$ cat config.mk
export PLATFORM = sky130hd
export DESIGN_NAME = button_pulse_conditioner_flat
export DESIGN_NICKNAME = d
export VERILOG_FILES = /design/src/rtl/button_pulse_conditioner_if.sv /design/src/rtl/button_pulse_conditioner.sv /design/src/flat_wrapper.sv
export SDC_FILE = /design/constraint.sdc
export NUM_CORES = 1
export LEC_CHECK = 0
export CORE_MARGIN = 2
export CORE_UTILIZATION = 30
export DETAILED_ROUTE_END_ITERATION = 12
export SETUP_SLACK_MARGIN = 0.5
export SYNTH_ARGS = -nofsm -noshare
export SYNTH_HDL_FRONTEND = slang
export SYNTH_SLANG_ARGS = --single-unit
$ cat constraint.sdc
create_clock -name clk -period 5.4 [get_ports clk]
set_clock_uncertainty 0.05 [all_clocks]
set_input_delay 1.08 -clock clk [delete_from_list [all_inputs] [get_ports clk]]
set_output_delay 1.08 -clock clk [all_outputs]
set_load 0.01 [all_outputs]
$ cat src/rtl/button_pulse_conditioner_if.sv
// Button bundle between the board pins and the game logic: raw active-low inputs in,
// debounced levels and single-cycle press pulses out.
interface button_pulse_conditioner_if #(
  parameter int unsigned N_BTN = 4
);
  logic [N_BTN-1:0] btn_n;
  logic [N_BTN-1:0] btn_level;
  logic             I_p;
  logic             T_p;
  logic             W_p;
  logic             A_p;
  logic             any_p;

  modport master (
    output btn_n,
    input  btn_level, I_p, T_p, W_p, A_p, any_p
  );

  modport slave (
    input  btn_n,
    output btn_level, I_p, T_p, W_p, A_p, any_p
  );
endinterface

$ cat src/rtl/button_pulse_conditioner.sv
// Per-button synchroniser, debouncer and press-edge pulser for the four board buttons
// (bit0=I select, bit1=T restart, bit2=W confirm, bit3=A auxiliary).
module button_pulse_conditioner #(
  parameter int unsigned DEBOUNCE_CYCLES = 1_000_000,
  parameter int unsigned N_BTN           = 4
) (
  input logic                        clk,
  input logic                        rst,
  button_pulse_conditioner_if.slave  bus
);

  localparam int unsigned      CNT_W   = $clog2(DEBOUNCE_CYCLES);
  localparam logic [CNT_W-1:0] CNT_MAX = CNT_W'(DEBOUNCE_CYCLES - 1);

  logic [N_BTN-1:0]            sync1_q, sync2_q;
  logic [N_BTN-1:0]            level_q, level_d;
  logic [N_BTN-1:0]            pulse_q, pulse_d;
  logic [N_BTN-1:0]            s;
  logic [N_BTN-1:0][CNT_W-1:0] cnt_q, cnt_d;

  assign s = ~sync2_q;

  // Any sample matching the accepted level restarts the count; a level is accepted only
  // after DEBOUNCE_CYCLES consecutive disagreeing samples.
  always_comb begin
    level_d = level_q;
    pulse_d = '0;
    cnt_d   = '0;
    for (int i = 0; i < N_BTN; i++) begin
      if (s[i] != level_q[i]) begin
        if (cnt_q[i] == CNT_MAX) begin
          level_d[i] = s[i];
          pulse_d[i] = s[i];
        end else begin
          cnt_d[i] = cnt_q[i] + 1'b1;
        end
      end
    end
  end

  always_ff @(posedge clk or negedge rst) begin
    if (!rst) begin
      sync1_q <= '1;
      sync2_q <= '1;
      level_q <= '0;
      pulse_q <= '0;
      cnt_q   <= '0;
    end else begin
      sync1_q <= bus.btn_n;
      sync2_q <= sync1_q;
      level_q <= level_d;
      pulse_q <= pulse_d;
      cnt_q   <= cnt_d;
    end
  end

  assign bus.btn_level = level_q;
  assign bus.I_p       = pulse_q[0];
  assign bus.T_p       = pulse_q[1];
  assign bus.W_p       = pulse_q[2];
  assign bus.A_p       = pulse_q[3];
  assign bus.any_p     = |pulse_q;

endmodule

$ cat src/flat_wrapper.sv
// flat-port wrapper written by rule: the top's interface ports become plain ports
module button_pulse_conditioner_flat 
#(
  parameter int unsigned DEBOUNCE_CYCLES = 1_000_000,
  parameter int unsigned N_BTN           = 4
)
  (clk, rst, bus_btn_n, bus_btn_level, bus_I_p, bus_T_p, bus_W_p, bus_A_p, bus_any_p);
  button_pulse_conditioner_if #(.N_BTN(N_BTN)) bus_i ();
  input logic clk;
  input logic rst;
  input wire logic [$bits(bus_i.btn_n)-1:0] bus_btn_n;
  output wire logic [$bits(bus_i.btn_level)-1:0] bus_btn_level;
  output wire logic [$bits(bus_i.I_p)-1:0] bus_I_p;
  output wire logic [$bits(bus_i.T_p)-1:0] bus_T_p;
  output wire logic [$bits(bus_i.W_p)-1:0] bus_W_p;
  output wire logic [$bits(bus_i.A_p)-1:0] bus_A_p;
  output wire logic [$bits(bus_i.any_p)-1:0] bus_any_p;
  assign bus_i.btn_n = bus_btn_n;
  assign bus_btn_level = bus_i.btn_level;
  assign bus_I_p = bus_i.I_p;
  assign bus_T_p = bus_i.T_p;
  assign bus_W_p = bus_i.W_p;
  assign bus_A_p = bus_i.A_p;
  assign bus_any_p = bus_i.any_p;
  button_pulse_conditioner #(.DEBOUNCE_CYCLES(DEBOUNCE_CYCLES), .N_BTN(N_BTN)) u_core (.clk(clk), .rst(rst), .bus(bus_i));
endmodule
==> results.cfg, run 1 <==
[setup_path]
ff2ff_setup_slack_ns = 3.19
reg2reg_depth = 5
required_ns = 4.27
r2r_start = u_core.cnt_q[20]
crit_path_max_fanout = 2
rr_endpoint = u_core.cnt_q[36]
cp-start-kind = register
crit_type = reg -> out
crit_path_end_kind = output pin
cp.arrival_ns = 1.71

[sta]
holdWs_ns = 0.2986
rsz0062_at_grt = false
final_max_slew_viol_count = 0
worstMarginPinSlew_ns = 0.7683
setup_tns_ns = 0
max_freq_ghz = 0.3521
slew-limit-headroom = 0.4878
setup_viol = 0
hold_violations = 0
period_minus_slack_ns = 2.840
final.period_utilization = 0.5260

[cts]
clock_latency_ns = 0.34
cts_sinks = 96
post_cts_buffers = 0
numCtsBuffers = 9
cts_tree = yes
clkTransAtPathRegs_ns = 0.07
h-tree-depth = 3
cts_root_buffer = clkbuf_16
ctsResizeCount = 0
cts.hold.buffers_added = 0
cts.path.max_buffers = 2

[cells_and_area]
layout-drive-gt1-share = 0.09072
antenna_cells = 0
final_cell_mix = dfrtp_1, nor2_1, xnor2_1, a21oi_1, nand3_1
final_common_cell = dfrtp_1
register_area_um2 = 2412
fin_nets = 480
multi_input_area_um2 = 2018
fill_cells = 1472
syn2layout_area_growth_pct = 13.73

[min_path]
whs_endpoint = u_core.sync2_q[0]
min-delay-start = u_core.sync1_q[0]
whs_path_depth = 0
hold_class = reg -> reg

[routing]
drt_iter0_drc = 251
vias = 3425
wl_per_cell_um = 13.50
ant_nets = 0
drc_errors = 0
vias_per_cell = 5.174
drt-total-wl_um = 8935
firstDrtPassIters = 4

[power_and_ir_drop]
peakVddDrop_uv = 172.1
power_density_nw_per_um2 = 273.9
power.leakage_uw = 0.001965

[synth]
synth_top_family_by_area = simple AND/OR/NAND/NOR gates
yosysSeqAreaShare = 0.5295
syn_area_per_cell_um2 = 9.969
ys_ff_latch = 96
syn_nets = 467
synth-adder-area-share = 0.01099
synth_simple_gate_area_frac = 0.2502
synth_compound_area_frac = 0.09338
async_reset_ff_frac = 1.000
ys_warn_count = 0
synth-xor-area-share = 0.08844
syn_inst = 457
synth.distinct_cells = 41
synth_edf_count = 0
synthMuxAreaShare = 0
yosys_most_used_dff = dfrtp_1
synth_area_um2 = 4556

[placement]
numPortBuffers = 14
place.gp.congestion = 0.8255
dpl.hpwl_um = 6143

[global_route]
grt_busiest_layer = met2
globalRouteMet1Util = 0.1567
antenna_found_initial = 1
grt_max_degree = 53
overflow = 0
met3_usage = 0.03727
grt_pass1_wl_um = 15450
use_met2 = 0.1875
grtUsageTotal = 0.1173
grt_pass1_vias = 3287

[run]
drv_cap = 0

[status]
status = finished clean

[die]
die_w_um = 127.2
io_pins = 15
dieArea_um2 = 16190
die_h_um = 127.2
rows = 45
start_util = 0.3030
core_um2 = 15030
## routing by layer
metal  part of all wire  vias up
li1                   -     1668
met1               0.48     1697
met2               0.47       53
met3              0.043        7
met4             0.0081        0
met5                  0        -
## worst max-delay path, stage by stage (launching register included)
cell             delay (ns)
dfrtp_1                0.37
or4_1                  0.51
clkdlybuf4s50_1        0.49
## how the worst max path moves through the flow
stage / startpoint / end / cells after the start
floorplan: u_core.pulse_q[1] / bus_any_p / 1
global placement: u_core.pulse_q[1] / bus_any_p / 2
detailed placement: u_core.pulse_q[1] / bus_any_p / 2
CTS: u_core.pulse_q[1] / bus_any_p / 2
global route: u_core.pulse_q[1] / bus_any_p / 2
finish: u_core.pulse_q[1] / bus_any_p / 2
## report_power, final
| group | total, uW | switching [uW] | internal, uW |
|---|---|---|---|
| Sequential | 742 | 10.3 | 732 |
| Combinational | 44.2 | 30.4 | 13.8 |
| Clock | 633 | 264 | 369 |
| Total | 1420 | 305 | 1110 |
## registers in the layout, indices dropped and copies added (netlist names)
| name | flops |
|---|---|
| u_core.cnt_q | 80 |
| u_core.sync2_q | 4 |
| u_core.sync1_q | 4 |
| u_core.bus.btn_level | 4 |
| u_core.pulse_q | 4 |
## kinds of logic (layout without fill, tap and decap cells)
logic type	after synthesis	in the layout
fa+ha+maj	4	4
buf+inv	30	47
simple gates	209	209
flops	96	96
xor+xnor	46	46
compound gates	72	72
## metrics by stage
| step | std cells | total power [uW] | utilization | area, um^2 | setup slack, ns |
|---|---|---|---|---|---|
| 2_1_floorplan | 457 | 774.3 | - | 4556 | 3.302 |
| 3_3_place_gp | 647 | 799.0 | 0.3250 | 4886 | 2.915 |
| 3_5_place_dp | 647 | 801.5 | 0.3250 | 4886 | 2.914 |
| 4_1_cts | 662 | 1442 | 0.3447 | 5181 | 2.539 |
| 5_1_grt | 662 | 1480 | 0.3447 | 5181 | 2.496 |
| 6_report | 662 | 1419 | 0.3447 | 5181 | 2.560 |
## synth_stat cells (2+ instances only)
cell type | number | area, um^2
dfrtp_1 | 88 | 2202
xnor2_1 | 30 | 262.8
o41ai_1 | 2 | 17.52
or3_1 | 19 | 118.9
a21oi_1 | 30 | 150.1
or2_2 | 3 | 18.77
or4b_2 | 2 | 20.02
or3_2 | 3 | 22.52
o31ai_1 | 12 | 90.09
nor3_1 | 8 | 40.04
and3_1 | 9 | 56.30
dfstp_2 | 8 | 210.2
xor2_1 | 16 | 140.1
nor4b_1 | 2 | 17.52
clkbuf_1 | 10 | 37.54
nand3_1 | 29 | 145.1
buf_2 | 3 | 15.01
nor2_1 | 51 | 191.4
and4_1 | 4 | 35.03
buf_4 | 2 | 15.01
nand4_1 | 13 | 81.33
nor2b_1 | 2 | 12.51
ha_1 | 4 | 50.05
o21ai_0 | 24 | 120.1
inv_1 | 14 | 52.55
or4_1 | 13 | 97.59
nor4_1 | 14 | 87.58
nand3_2 | 2 | 20.02
nand2_1 | 27 | 101.4
or4bb_1 | 2 | 22.52
## layout make-up
type / count / area share
inverters: 14 / 0.01014
clock buffers: 10 / 0.04612
repair buffers: 18 / 0.03236
multi-input cells: 331 / 0.3895
clock inverters: 5 / 0.01087
flip-flops and latches: 96 / 0.4656
well taps: 188 / 0.04540
Power figures use the tool's default switching activity.
==> run 2: changes to the inputs <==
==> constraint.sdc (replaced) <==
create_clock -name clk -period 2.7 [get_ports clk]
set_clock_uncertainty 0.05 [all_clocks]
set_input_delay 0.54 -clock clk [delete_from_list [all_inputs] [get_ports clk]]
set_output_delay 0.54 -clock clk [all_outputs]
set_load 0.01 [all_outputs]
==> run 2 against run 1 <==
  * Sequential power rose by 99%
  * Via count fell by 0.96%
  * Clock power rose by 110%
  * Sequential share of layout area fell by 0.72 points
  * First-iteration DRC count fell by 17%
  * Critical path depth did not move
  * Register-to-register slack got worse by 2.6 ns
==> results.cfg, run 2 (synthesized netlist as in run 1, its figures left out) <==
[power_and_ir_drop]
total_power_uw = 2915
power_density_nw_per_um2 = 553.6
power.leakage_uw = 0.002004
peakVddDrop_uv = 346.5

[status]
status = finished clean

[cts]
cts.hold.buffers_added = 0
cts_tree = yes
cts_root_buffer = clkbuf_16
numCtsBuffers = 9
cts_sinks = 96
clock_latency_ns = 0.35
clkTransAtPathRegs_ns = 0.07
cts.path.max_buffers = 2
h-tree-depth = 3

[routing]
firstDrtPassIters = 4
vias = 3392
vias_per_cell = 5.085
wl_per_cell_um = 13.23
ant_nets = 0
drt_iter0_drc = 209
drc_errors = 0
drt-total-wl_um = 8826

[sta]
rsz0062_at_grt = false
period_minus_slack_ns = 2.126
worstMarginPinSlew_ns = 0.5193
setup_tns_ns = 0
max_freq_ghz = 0.4703
final.period_utilization = 0.7875
slew-limit-headroom = 0.6517
hold_violations = 0
setup_viol = 0
final_max_slew_viol_count = 0

[cells_and_area]
max_flop_register = u_core.cnt_q
antenna_cells = 0
utilization = 0.3502
layout-drive-gt1-share = 0.1106
fill_cells = 1483
final_cell_mix = dfrtp_1, nor2_1, xnor2_1, a21oi_1, nand3_1
multi_input_area_um2 = 2032
fin_nets = 484
largest_reg_flops = 80
syn2layout_area_growth_pct = 15.57
final_common_cell = dfrtp_1
register_area_um2 = 2414

[global_route]
grtUsageTotal = 0.1175
antenna_found_initial = 0
overflow = 0
grt_max_degree = 67
grt_pass1_vias = 3276
grt_pass1_wl_um = 15480

[setup_path]
crit_type = reg -> out
slowest_delay_ns = 0.47
r2r_start = u_core.cnt_q[70]
cp.arrival_ns = 1.54
crit_path_end_kind = output pin
cp-start-kind = register
crit_start = u_core.pulse_q[3]
required_ns = 2.11
crit_path_top_delay_cell = or4_1
crit_path_max_fanout = 2
cp_cell_sequence = or4_1 > dlygate4sd2_1

[die]
start_util = 0.3030
core_um2 = 15030
die_h_um = 127.2
dieArea_um2 = 16190
die_w_um = 127.2
rows = 45
io_pins = 15

[placement]
numPortBuffers = 14
dpl.hpwl_um = 5949
place.gp.congestion = 0.8271

[min_path]
hold_class = in -> async

[run]
drv_cap = 0
==> run 2: layout make-up <==
| type | instances | share of cell area |
|---|---|---|
| Clock buffer | 11 | 0.04800 |
| Inverter | 14 | 0.009981 |
| Sequential cell | 96 | 0.4584 |
| Clock inverter | 5 | 0.01188 |
| Timing Repair Buffer | 22 | 0.04111 |
| Tap cell | 188 | 0.04468 |
| Multi-Input combinational cell | 331 | 0.3859 |
==> run 2: worst paths after layout <==
check,slack [ns],to,cells past startpoint
hold reg to reg,0.30,u_core.sync2_q[0],0
max in group asynchronous,1.82,u_core.sync1_q[0],2
hold / removal,0.07,u_core.cnt_q[28],1
setup reg to reg,0.60,u_core.cnt_q[77],5
setup / recovery,0.57,bus_any_p,2
min in group clk,0.30,u_core.sync2_q[0],0
==> run 2: timing repair <==
item	CTS	global route
buffers inserted	1	0
pin swaps	0	0
cloned	0	1
setup endpoints to repair	1	26
gates resized for setup	1	9
==> run 2: critical path: cells and delay by family, from the launching register on <==
kind | cells | cell delay [ns]
buf+inv | 1 | 0.29
simple gates | 1 | 0.47
flops | 1 | 0.43
==> run 2: power by group <==
group          internal [uW]  total, uW  leakage, uW  switching, uW
Clock                    775       1340     0.000149            561
Sequential              1460       1480      0.00130           19.6
Combinational           33.7       95.7     0.000553           61.9
Total                   2270       2910      0.00200            643
==> run 2: layer usage <==
metal,share of wire,GRT usage,up-vias
li1,-,-,1676
met1,0.48,0.1508,1672
met2,0.48,0.1939,35
met3,0.028,0.02889,9
met4,0.013,0.04266,0
met5,0,0,-
==> run 2: per-stage QoR <==
step,hold slack (ns),worst slack (ns),cell area (um^2),cells
finish,0.06512,0.5738,5265,667
detailed placement,0.2970,0.5485,4913,649
global route,0.09191,0.5022,5265,667
floorplan,0.1944,0.6822,4556,457
global placement,0.2959,0.5980,4913,649
CTS,0.07684,0.5466,5235,666
==> run 3: changes to the inputs <==
==> constraint.sdc (replaced) <==
create_clock -name clk -period 2 [get_ports clk]
set_clock_uncertainty 0.05 [all_clocks]
set_input_delay 0.4 -clock clk [delete_from_list [all_inputs] [get_ports clk]]
set_output_delay 0.4 -clock clk [all_outputs]
set_load 0.01 [all_outputs]
==> run 3 against run 2 <==
  * Routed wire length rose by 30%
  * Clock-buffer cell count rose by 3
  * Setup slack got worse by 0.55 ns
  * Critical path depth rose by 3
  * Design area rose by 31%
==> results.cfg, run 3 (synthesized netlist as in run 1, its figures left out) <==
[cells_and_area]
final_common_cell = dfrtp_1
max_flop_register = u_core.cnt_q
final_cell_mix = dfrtp_1, buf_4, xnor2_1, nor2_4, buf_6
register_area_um2 = 2424
antenna_cells = 0
largest_reg_flops = 80
utilization = 0.4588
fin_nets = 580
syn2layout_area_growth_pct = 51.39
layout-drive-gt1-share = 0.4609
fill_cells = 1339
multi_input_area_um2 = 2750
fin_area_um2 = 6897

[routing]
firstDrtPassIters = 4
drt-total-wl_um = 11490
wl_per_cell_um = 15.06
drt_iter0_drc = 171
vias_per_cell = 5.096
vias = 3888
drc_errors = 0
ant_nets = 0

[die]
die_h_um = 127.2
core_um2 = 15030
rows = 45
io_pins = 15
dieArea_um2 = 16190
start_util = 0.3030
die_w_um = 127.2

[setup_path]
cp_cell_sequence = or4bb_1 > or4_4 > o21ai_4 > buf_6 > a21oi_1
crit_path_top_delay_cell = or4_4
cp-start-kind = register
crit_type = reg -> reg
worst_path_dominant_cell_family = simple AND/OR/NAND/NOR gates
crit_path_max_fanout = 9
worst-path-buf-inv = 1
crit_path_end_kind = register
cp.arrival_ns = 2.14
slowest_delay_ns = 0.56
required_ns = 2.16

[cts]
cts_root_buffer = clkbuf_16
cts.path.max_buffers = 2
numCtsBuffers = 9
cts_sinks = 96
h-tree-depth = 3
cts_tree = yes
clock_latency_ns = 0.34
clkTransAtPathRegs_ns = 0.06

[sta]
slew-limit-headroom = 0.6799
final_max_slew_viol_count = 0
hold_violations = 0
final.period_utilization = 0.9904
setup_viol = 0
setup_tns_ns = 0
period_minus_slack_ns = 1.981
worstMarginPinSlew_ns = 0.4801
max_freq_ghz = 0.5049
setup_ws_ns = 0.01929
rsz0062_at_grt = true

[power_and_ir_drop]
power_density_nw_per_um2 = 594.9
power.leakage_uw = 0.002627
peakVddDrop_uv = 439.7
total_power_uw = 4102

[global_route]
met3_usage = 0.03559
grt_max_degree = 40
grt_pass1_vias = 3928
antenna_found_initial = 0
grt_pass1_wl_um = 18020
grtUsageTotal = 0.1360
overflow = 0
globalRouteMet1Util = 0.1709
grt_busiest_layer = met2
use_met2 = 0.2306

[placement]
preCtsSetupSlack_ns = -0.01528
dpl-instance-area_um2 = 5270
place.gp.congestion = 0.7900
numPortBuffers = 14
dpl.hpwl_um = 6541

[run]
drv_cap = 0

[min_path]
hold_class = reg -> reg

[status]
status = finished clean
==> run 3: final timing paths <==
kind,from,endpoint,slack (ns),depth (start not counted)
setup / recovery,u_core.cnt_q[70],u_core.cnt_q[74],0.02,5
setup reg to reg,u_core.cnt_q[70],u_core.cnt_q[74],0.02,5
max in group asynchronous,rst,u_core.cnt_q[5],0.67,3
hold / removal,u_core.sync1_q[1],u_core.sync2_q[1],0.31,0
hold reg to reg,u_core.sync1_q[1],u_core.sync2_q[1],0.31,0
min in group asynchronous,rst,u_core.cnt_q[78],0.52,2
==> run 3: stage by stage <==
step / hold slack [ns] / cells
after floorplan: 0.05441 / 457
final: 0.3063 / 763
after CTS: 0.3081 / 743
after global placement: 0.2970 / 679
after global routing: 0.3090 / 763
after detailed placement: 0.2984 / 679
==> run 3: area by class of cell <==
cell class,count,share of cell area
clock buffer,14,0.04118
clock inverter,2,0.005080
inverter,14,0.007620
multi-input combinational,331,0.3988
sequential,96,0.3514
tap,188,0.03411
timing repair buffer,118,0.1618
==> run 3: layer usage <==
| layer | routed length [um] | share of wire | up-vias |
|---|---|---|---|
| li1 | - | - | 1874 |
| met1 | 5008 | 0.44 | 1924 |
| met2 | 5936 | 0.52 | 72 |
| met3 | 374 | 0.033 | 18 |
| met4 | 168 | 0.015 | 0 |
| met5 | 0 | 0 | - |
==> run 3: power by group <==
part | leakage [uW] | internal (uW) | switching (uW)
clock network | 0.000159 | 1100 | 719
logic | 0.00118 | 127 | 144
registers | 0.00129 | 1980 | 31.6
total | 0.00263 | 3210 | 894
==> run 3: repair_timing <==
item,4_1_cts,5_1_grt
gates cloned,3,1
setup buffers,44,19
setup endpoints to repair,95,93
pin swaps,23,24
gates resized for setup,72,133
hold buffers,1,0
hold endpoints to repair,29,0
